--- src/rtl/register_file_if.sv ---
// Register file port bundle: two read ports, one write port, one debug read port.
//   master: datapath side; drives addresses and write data, receives read data.
//   slave : register file side.
interface register_file_if #(
  parameter int unsigned N = 32,
  parameter int unsigned M = 5
);
  logic [M-1:0] rd_addr_a;
  logic [M-1:0] rd_addr_b;
  logic [N-1:0] rd_data_a;
  logic [N-1:0] rd_data_b;
  logic         wr_ena;
  logic [M-1:0] wr_addr;
  logic [N-1:0] wr_data;
  logic [M-1:0] dbg_addr;
  logic [N-1:0] dbg_data;

  modport master (
    output rd_addr_a, rd_addr_b, wr_ena, wr_addr, wr_data, dbg_addr,
    input  rd_data_a, rd_data_b, dbg_data
  );

  modport slave (
    input  rd_addr_a, rd_addr_b, wr_ena, wr_addr, wr_data, dbg_addr,
    output rd_data_a, rd_data_b, dbg_data
  );
endinterface

--- src/rtl/register_file.sv ---
// Architectural register file for the multicycle MIPS datapath.
// 2^M x N bits, register 0 hardwired to zero, two combinational read ports (A/B),
// one synchronous write port, and a combinational debug read port that is never bypassed.
//   clk : rising-edge clock
//   rst : asynchronous active-high reset, clears all registers and blocks writes
//   rf  : register_file_if slave (read A/B, write, debug read)
// BYPASS = 0 returns old contents on read-during-write; 1 forwards wr_data to A/B.
module register_file #(
  parameter int unsigned N      = 32,
  parameter int unsigned M      = 5,
  parameter int unsigned BYPASS = 0
) (
  input  logic              clk,
  input  logic              rst,
  register_file_if.slave    rf
);

  localparam int unsigned Depth = 1 << M;

  // Entry 0 has no storage; only 1..Depth-1 are flops.
  logic [N-1:0] mem_q [1:Depth-1];
  logic [N-1:0] mem_d [1:Depth-1];
  logic [N-1:0] view  [Depth];
  logic         wr_hit;

  always_comb begin
    for (int unsigned i = 1; i < Depth; i++) begin
      mem_d[i] = (rf.wr_ena && (rf.wr_addr == M'(i))) ? rf.wr_data : mem_q[i];
    end
  end

  always_ff @(posedge clk or posedge rst) begin
    if (rst) begin
      for (int unsigned i = 1; i < Depth; i++) begin
        mem_q[i] <= '0;
      end
    end else begin
      mem_q <= mem_d;
    end
  end

  // Read view with the constant-zero entry spliced in at address 0.
  always_comb begin
    view[0] = '0;
    for (int unsigned i = 1; i < Depth; i++) begin
      view[i] = mem_q[i];
    end
  end

  // A write that will actually land; reset blocks writes, so it blocks forwarding too.
  assign wr_hit = (BYPASS != 0) && !rst && rf.wr_ena && (rf.wr_addr != '0);

  always_comb begin
    rf.rd_data_a = view[rf.rd_addr_a];
    rf.rd_data_b = view[rf.rd_addr_b];
    if (wr_hit && (rf.rd_addr_a == rf.wr_addr)) rf.rd_data_a = rf.wr_data;
    if (wr_hit && (rf.rd_addr_b == rf.wr_addr)) rf.rd_data_b = rf.wr_data;
    rf.dbg_data = view[rf.dbg_addr];
  end

endmodule
--- src/flat_wrapper.sv ---
// flat-port wrapper written by rule: the top's interface ports become plain ports
module register_file_flat 
#(
  parameter int unsigned N      = 32,
  parameter int unsigned M      = 5,
  parameter int unsigned BYPASS = 0
)
  (clk, rst, rf_rd_addr_a, rf_rd_addr_b, rf_wr_ena, rf_wr_addr, rf_wr_data, rf_dbg_addr, rf_rd_data_a, rf_rd_data_b, rf_dbg_data);
  register_file_if #(.N(N), .M(M)) rf_i ();
  input  logic clk;
  input  logic rst;
  input wire logic [$bits(rf_i.rd_addr_a)-1:0] rf_rd_addr_a;
  input wire logic [$bits(rf_i.rd_addr_b)-1:0] rf_rd_addr_b;
  input wire logic [$bits(rf_i.wr_ena)-1:0] rf_wr_ena;
  input wire logic [$bits(rf_i.wr_addr)-1:0] rf_wr_addr;
  input wire logic [$bits(rf_i.wr_data)-1:0] rf_wr_data;
  input wire logic [$bits(rf_i.dbg_addr)-1:0] rf_dbg_addr;
  output wire logic [$bits(rf_i.rd_data_a)-1:0] rf_rd_data_a;
  output wire logic [$bits(rf_i.rd_data_b)-1:0] rf_rd_data_b;
  output wire logic [$bits(rf_i.dbg_data)-1:0] rf_dbg_data;
  assign rf_i.rd_addr_a = rf_rd_addr_a;
  assign rf_i.rd_addr_b = rf_rd_addr_b;
  assign rf_i.wr_ena = rf_wr_ena;
  assign rf_i.wr_addr = rf_wr_addr;
  assign rf_i.wr_data = rf_wr_data;
  assign rf_i.dbg_addr = rf_dbg_addr;
  assign rf_rd_data_a = rf_i.rd_data_a;
  assign rf_rd_data_b = rf_i.rd_data_b;
  assign rf_dbg_data = rf_i.dbg_data;
  register_file #(.N(N), .M(M), .BYPASS(BYPASS)) u_core (.clk(clk), .rst(rst), .rf(rf_i));
endmodule
--- config.mk ---
export PLATFORM = sky130hd
export DESIGN_NAME = register_file_flat
export DESIGN_NICKNAME = d
export VERILOG_FILES = /design/src/rtl/register_file_if.sv /design/src/rtl/register_file.sv /design/src/flat_wrapper.sv
export SDC_FILE = /design/constraint.sdc
export NUM_CORES = 2
export LEC_CHECK = 0
export BUFFER_PORTS_ARGS = -buffer_cell sky130_fd_sc_hd__buf_4
export CAP_MARGIN = 5
export CORE_UTILIZATION = 55
export CTS_CLUSTER_DIAMETER = 30
export CTS_CLUSTER_SIZE = 8
export DETAILED_ROUTE_END_ITERATION = 8
export GPL_ROUTABILITY_DRIVEN = 0
export HOLD_SLACK_MARGIN = 0.05
export PLACE_DENSITY = 0.69
export SYNTH_ARGS = -nofsm -noshare
export SYNTH_HDL_FRONTEND = slang
export SYNTH_SLANG_ARGS = --single-unit
--- constraint.sdc ---
create_clock -name clk -period 41.3 [get_ports clk]
set_clock_uncertainty 0.05 [all_clocks]
set_input_delay 4.13 -clock clk [delete_from_list [all_inputs] [get_ports clk]]
set_output_delay 4.13 -clock clk [all_outputs]
set_load 0.02 [all_outputs]
# --- After elaboration in Yosys (flattened, before gate mapping) ---
# Cells that the tools add are included.
word_totals:
  in_bits: 55
  elab_cells: 108
  out_inout_bits: 96
  ff_bits: 992
op_classes:
  n_reduce_logical: 31
  bitwise_logic: 3
  n_eq_ne: 31
  order_cmp: 3
  muxes: 9
ops:
  columns: ["cell", "n"]
  rows:
  - ["$bmux 32 s5", 3]
  - ["$mux 32", 6]
  - ["$eq 5x5->1 const B", 16]
  - ["$eq 5x4->1 const B", 8]
  - ["$logic_and 1x1->1", 31]
  - ["$eq 5x3->1 const B", 4]
  - ["$ge 6x6->1 const B", 3]
  - ["$not 5->6", 3]
  - ["$eq 5x2->1 const B", 2]
  - ["$eq 5x1->1 const B", 1]

# --- Logic depth before layout (Yosys ltp) ---
logic_depth:
  word_depth: 4
  ltp_mapped: 9
  mapped_depth_nobuf: 4

# --- Worst setup path before layout ---
# OpenSTA, ideal clock, no wires.
synth_timing:
  path_type: "input to output"
  startpoint: "input port rf_rd_addr_b[0]"
  endpoint: "output port rf_rd_data_b[10]"
  setup_slack_ns: 31.283
  required_time_ns: 37.120
  path_buffers: 5
  arrival_ns: 5.837
  cell_stages: 8
  path_cell_list: "buf_4 > buf_6 > buf_4 > buf_4 > buf_1 > a22o_1 > a211oi_1 > o31ai_1"
synth_via:
  elab_chain_cells: 4
synth_rtl:
  columns: ["element", "line_no", "rtl"]
  rows:
  - ["from (decl)", "flat_wrapper.sv:13", "input wire logic [$bits(rf_i.rd_addr_b)-1:0] rf_rd_addr_b;"]
  - ["$not 5->6 (implied by the code)", "register_file.sv:55", "rf.rd_data_b = view[rf.rd_addr_b];"]
  - ["$bmux 32 s5", "register_file.sv:55", null]
  - ["$mux 32 (implied by the code) (2 in a row)", "register_file.sv:55", null]
  - ["to (decl)", "flat_wrapper.sv:19", "output wire logic [$bits(rf_i.rd_data_b)-1:0] rf_rd_data_b;"]
# Every way passes these cells. The select of a mux whose other input is x is not followed.

# --- Worst setup path in the final report ---
layout_timing:
  startpoint: "input port rf_dbg_addr[0]"
  endpoint: "output port rf_dbg_data[28]"
layout_via:
  elab_chain_cells: 4
layout_rtl:
  columns: ["element", "line_no", "rtl"]
  rows:
  - ["from (decl)", "flat_wrapper.sv:17", "input wire logic [$bits(rf_i.dbg_addr)-1:0] rf_dbg_addr;"]
  - ["$not 5->6 (implied by the code)", "register_file.sv:58", "rf.dbg_data = view[rf.dbg_addr];"]
  - ["$bmux 32 s5", "register_file.sv:58", null]
  - ["$mux 32 (implied by the code) (2 in a row)", "register_file.sv:58", null]
  - ["to (decl)", "flat_wrapper.sv:20", "output wire logic [$bits(rf_i.dbg_data)-1:0] rf_dbg_data;"]
# Every way passes these cells. The select of a mux whose other input is x is not followed.

==> impl_table.tex <==
\begin{tabular}{lr}
\hline
Metric & Value \\
\hline
\multicolumn{2}{l}{\textbf{Timing}} \\
\quad Pins over their slew limit & 0 \\
\quad RSZ-0062 raised after global routing & no \\
\quad Rel. slew slack & 0.08526 \\
\quad Sum Neg Setup Slack & 0 ps \\
\quad Final period util & 0.3110 \\
\quad Slew of the pin with the lowest slew margin & about 1400 ps \\
\quad Highest attainable clock frequency & between 70 and 80 MHz \\
\quad Minimum clock period & around 13000 ps \\
\quad Hold violation count in the final report & 0 \\
\quad Final setup violation count & 0 \\
\multicolumn{2}{l}{\textbf{Clock tree}} \\
\quad Clock buffer count from CTS & 230 \\
\quad TritonCTS clock tree & done \\
\quad Source-to-sink clock delay at the later pin of the worst-skew pair & approximately 800 ps \\
\quad Clock transition at the registers of the reported paths & 40 ps \\
\quad Post-cts gate resize count & 0 \\
\quad Number of H-tree levels & 4 \\
\quad Setup Fix Bufs, Post-CTS & 0 \\
\quad CTS hold repair buffers & 0 \\
\quad Library cell used as clock root buffer & sky130\_fd\_sc\_hd\_\_clkbuf\_16 \\
\quad Number of buffers on the longest clock path & 3 \\
\quad \# clock sinks & between 900 and 1000 \\
\multicolumn{2}{l}{\textbf{Die}} \\
\quad Core Rows & approximately 120 \\
\quad DIE WIDTH & 335.5 um \\
\quad IO Count & 151 \\
\quad Core ar. & 109600 um2 \\
\quad Area enclosed by the die boundary & approximately 110000 um2 \\
\quad Vert. Die Dim & around 340 um \\
\quad Starting density of the core & 0.5582 \\
\multicolumn{2}{l}{\textbf{Synth}} \\
\quad Area share of fa/ha/maj cells after synthesis & 0 \\
\quad Net count after synthesis & around 4300 \\
\quad Library cell occupying the most area in the post-synthesis netlist & sky130\_fd\_sc\_hd\_\_dfrtp\_1 \\
\quad Fraction of synthesized area in multiplexers & 0.4593 \\
\quad Synthesized instance count & 4292 \\
\quad Compound-gate portion of the synthesized area & 0.08245 \\
\quad Top cells by area, synth & sky130\_fd\_sc\_hd\_\_dfrtp\_1, sky130\_fd\_sc\_hd\_\_mux4\_2, sky130\_fd\_sc\_hd\_\_mux2\_2, sky130\_fd\_sc\_hd\_\_mux2i\_1, sky130\_fd\_sc\_hd\_\_a22o\_1 \\
\quad Synthesized area per cell & $\sim$14 um2 \\
\quad Largest family of logic cells by synthesized area & multiplexers \\
\quad Count of synthesis-stage warnings from yosys & 0 \\
\quad Area share of the largest cell type after synthesis & 0.4057 \\
\quad Combined area of all synthesized cells & roughly 61000 um2 \\
\quad Sequential-to-total area share from yosys stat & 0.4057 \\
\quad Fraction of the mapped netlist area in simple logic gates & 0.01572 \\
\quad Netlist cell types & 26 \\
\quad Synth Area in XOR/XNOR & 0 \\
\quad Register bit total from synthesis & 992 \\
\multicolumn{2}{l}{\textbf{Worst hold path}} \\
\quad Beginning of the worst hold path & u\_core.mem\_q[658] \\
\quad Depth of the worst hold-timing path & 1 \\
\quad Class of the most critical hold timing path & register to register \\
\quad Min-Delay Endpoint & u\_core.mem\_q[658] \\
\multicolumn{2}{l}{\textbf{Status}} \\
\quad Status & complete, no violations \\
\multicolumn{2}{l}{\textbf{Worst setup path}} \\
\quad Type of origin of the critical path & primary input \\
\quad Required time of the critical path & around 37000 ps \\
\quad Worst flop-to-flop path startpoint & u\_core.mem\_q[778] \\
\quad Cells along the critical path & buf\_8, buf\_4, buf\_4, buf\_4, mux4\_2, a22o\_1, o21ai\_0, o31ai\_1, buf\_4 \\
\quad Data arrival time of the worst path & between 8000 and 9000 ps \\
\quad Highest net fanout along the worst path & 57 \\
\quad Critical setup path kind & primary input to primary output \\
\quad Capture point of the worst reg-to-reg path & u\_core.mem\_q[778] \\
\quad Type of element capturing the critical path & primary output \\
\quad Crit path launch & rf\_dbg\_addr[0] \\
\quad Slowest cell delay on critical path & about 840 ps \\
\quad Worst Reg2Reg Path Length in Cells & 1 \\
\quad CP delay by family, top & buffers and inverters \\
\quad Buffering stage count on the worst path with inverters included & 5 \\
\quad Slowest cell on crit path & sky130\_fd\_sc\_hd\_\_buf\_4 \\
\quad Register-to-register setup slack & just over 40000 ps \\
\quad Most frequent CP cell & sky130\_fd\_sc\_hd\_\_buf\_4 \\
\multicolumn{2}{l}{\textbf{GRT}} \\
\quad Global Route Usage Sum & 0.3671 \\
\quad Pin count of the biggest net entering global routing & between 150 and 200 \\
\quad Via count of the first global-routing pass & 45179 \\
\quad First-pass GRT wire length & just over 300 mm \\
\quad Number of antenna violations at the first check in global routing & 4 \\
\quad Remaining global-route overflow & 0 \\
\multicolumn{2}{l}{\textbf{Cells and area}} \\
\quad Leading cell type in the layout, fill and taps excluded & sky130\_fd\_sc\_hd\_\_mux2\_2 \\
\quad Largest registers in the final layout & u\_core.mem\_q x992 \\
\quad Non-filler instance count after layout & between 5000 and 6000 \\
\quad Commonest cells after routing, fill and taps aside & sky130\_fd\_sc\_hd\_\_mux2\_2, sky130\_fd\_sc\_hd\_\_dfrtp\_1, sky130\_fd\_sc\_hd\_\_mux4\_2, sky130\_fd\_sc\_hd\_\_mux2i\_1, sky130\_fd\_sc\_hd\_\_a22o\_1 \\
\quad Register bank with the most flops & u\_core.mem\_q \\
\quad Fraction of layout cells with a size suffix above 1 & 0.5279 \\
\quad Area growth, synth to finish & 16.88\% \\
\quad Largest register FFs & 992 \\
\quad Final nets & 4316 \\
\multicolumn{2}{l}{\textbf{Detailed routing}} \\
\quad WL per Instance & $\sim$34 um \\
\quad Routed vias/inst & approximately 7.3 \\
\quad Detailed-route wire length & 203.8 mm \\
\quad Remaining routing DRC violations & 0 \\
\quad First DRT Iteration DRCs & slightly below 5000 \\
\quad First drt pass iteration count & 8 \\
\quad Count of nets left with antenna violations after detail routing & 0 \\
\quad Total vias in the final route & 43516 \\
\multicolumn{2}{l}{\textbf{Power and ir drop}} \\
\quad VDD IR-drop max & between 40 and 50 uV \\
\quad Static Leakage & slightly above 30 nW \\
\quad Power per Cell Area & about 57 nW/um2 \\
\multicolumn{2}{l}{\textbf{Run}} \\
\quad \# Max-Cap Violations & 0 \\
\multicolumn{2}{l}{\textbf{Placed design}} \\
\quad Input/output buffers & 150 \\
\quad HPWL after detailed placement & 108.1 mm \\
\quad Number of cells after detailed placement & roughly 5500 \\
\hline
\end{tabular}
## Yosys cell counts, drive strengths merged
master	instances
a211oi	96
clkbuf	288
nand2	15
inv	4
mux4	576
mux2i	288
dfrtp	992
nand2b	9
a22o	288
buf	218
nor2b	13
mux2	1088
o21ai	96
o31ai	96
nand4	3
o22ai	96
and2	99
nor4	2
or2	1
nand3	2
nor2	17
nor3	5
## cells by family after synthesis
family	Yosys count
compound gates	672
mux	1952
simple gates	166
buf+inv	510
flops	992
## stage by stage
stage / total power, mW / setup WS [ps] / area (um2) / util / hold WS (ps)
6_report: 4.109 / 28450 / 71510 / 0.6524 / 476.9
5_1_grt: 4.247 / 28250 / 71510 / 0.6524 / 502.3
4_1_cts: 4.107 / 28440 / 71510 / 0.6524 / 475.2
3_5_place_dp: 2.141 / 28440 / 63020 / 0.5750 / 466.4
3_3_place_gp: 2.113 / 28460 / 63020 / 0.5750 / 451.3
2_1_floorplan: 1.925 / 9211 / 61190 / - / 436.9
## metal layers
layer	track usage	part of all wire	wire (um)	up-vias
li1	-	-	-	17135
met1	0.4975	0.39	79370	23128
met2	0.5590	0.46	93760	2618
met3	0.09246	0.10	21260	633
met4	0.1675	0.046	9356	2
met5	0	0.000059	12	-
## worst max-delay path by stage
stage | end | slack (ps) | depth (start not counted)
2_1_floorplan | u_core.mem_q[0] | 9210 | 1
3_3_place_gp | rf_dbg_data[28] | 28460 | 9
3_5_place_dp | rf_dbg_data[28] | 28440 | 9
4_1_cts | rf_dbg_data[28] | 28440 | 9
5_1_grt | rf_dbg_data[28] | 28250 | 9
6_report | rf_dbg_data[28] | 28450 | 9
## layout make-up
cell class | count | area, um2
Antenna cell | 1 | 2.502
Clock buffer | 292 | 6369
Clock inverter | 140 | 2120
Fill cell | 7934 | 38100
Inverter | 4 | 22.52
Multi-Input combinational cell | 2790 | 34380
Sequential cell | 992 | 24820
Tap cell | 1476 | 1847
Timing Repair Buffer | 243 | 1956
## power by group
part / internal [mW] / switching [mW] / total, mW / leakage (nW)
Sequential: 1.17 / 0.184 / 1.35 / 12.7
Combinational: 0.466 / 0.332 / 0.798 / 13.8
Clock: 1.35 / 0.612 / 1.96 / 4.09
No activity file was read; power rests on OpenSTA's default activity.
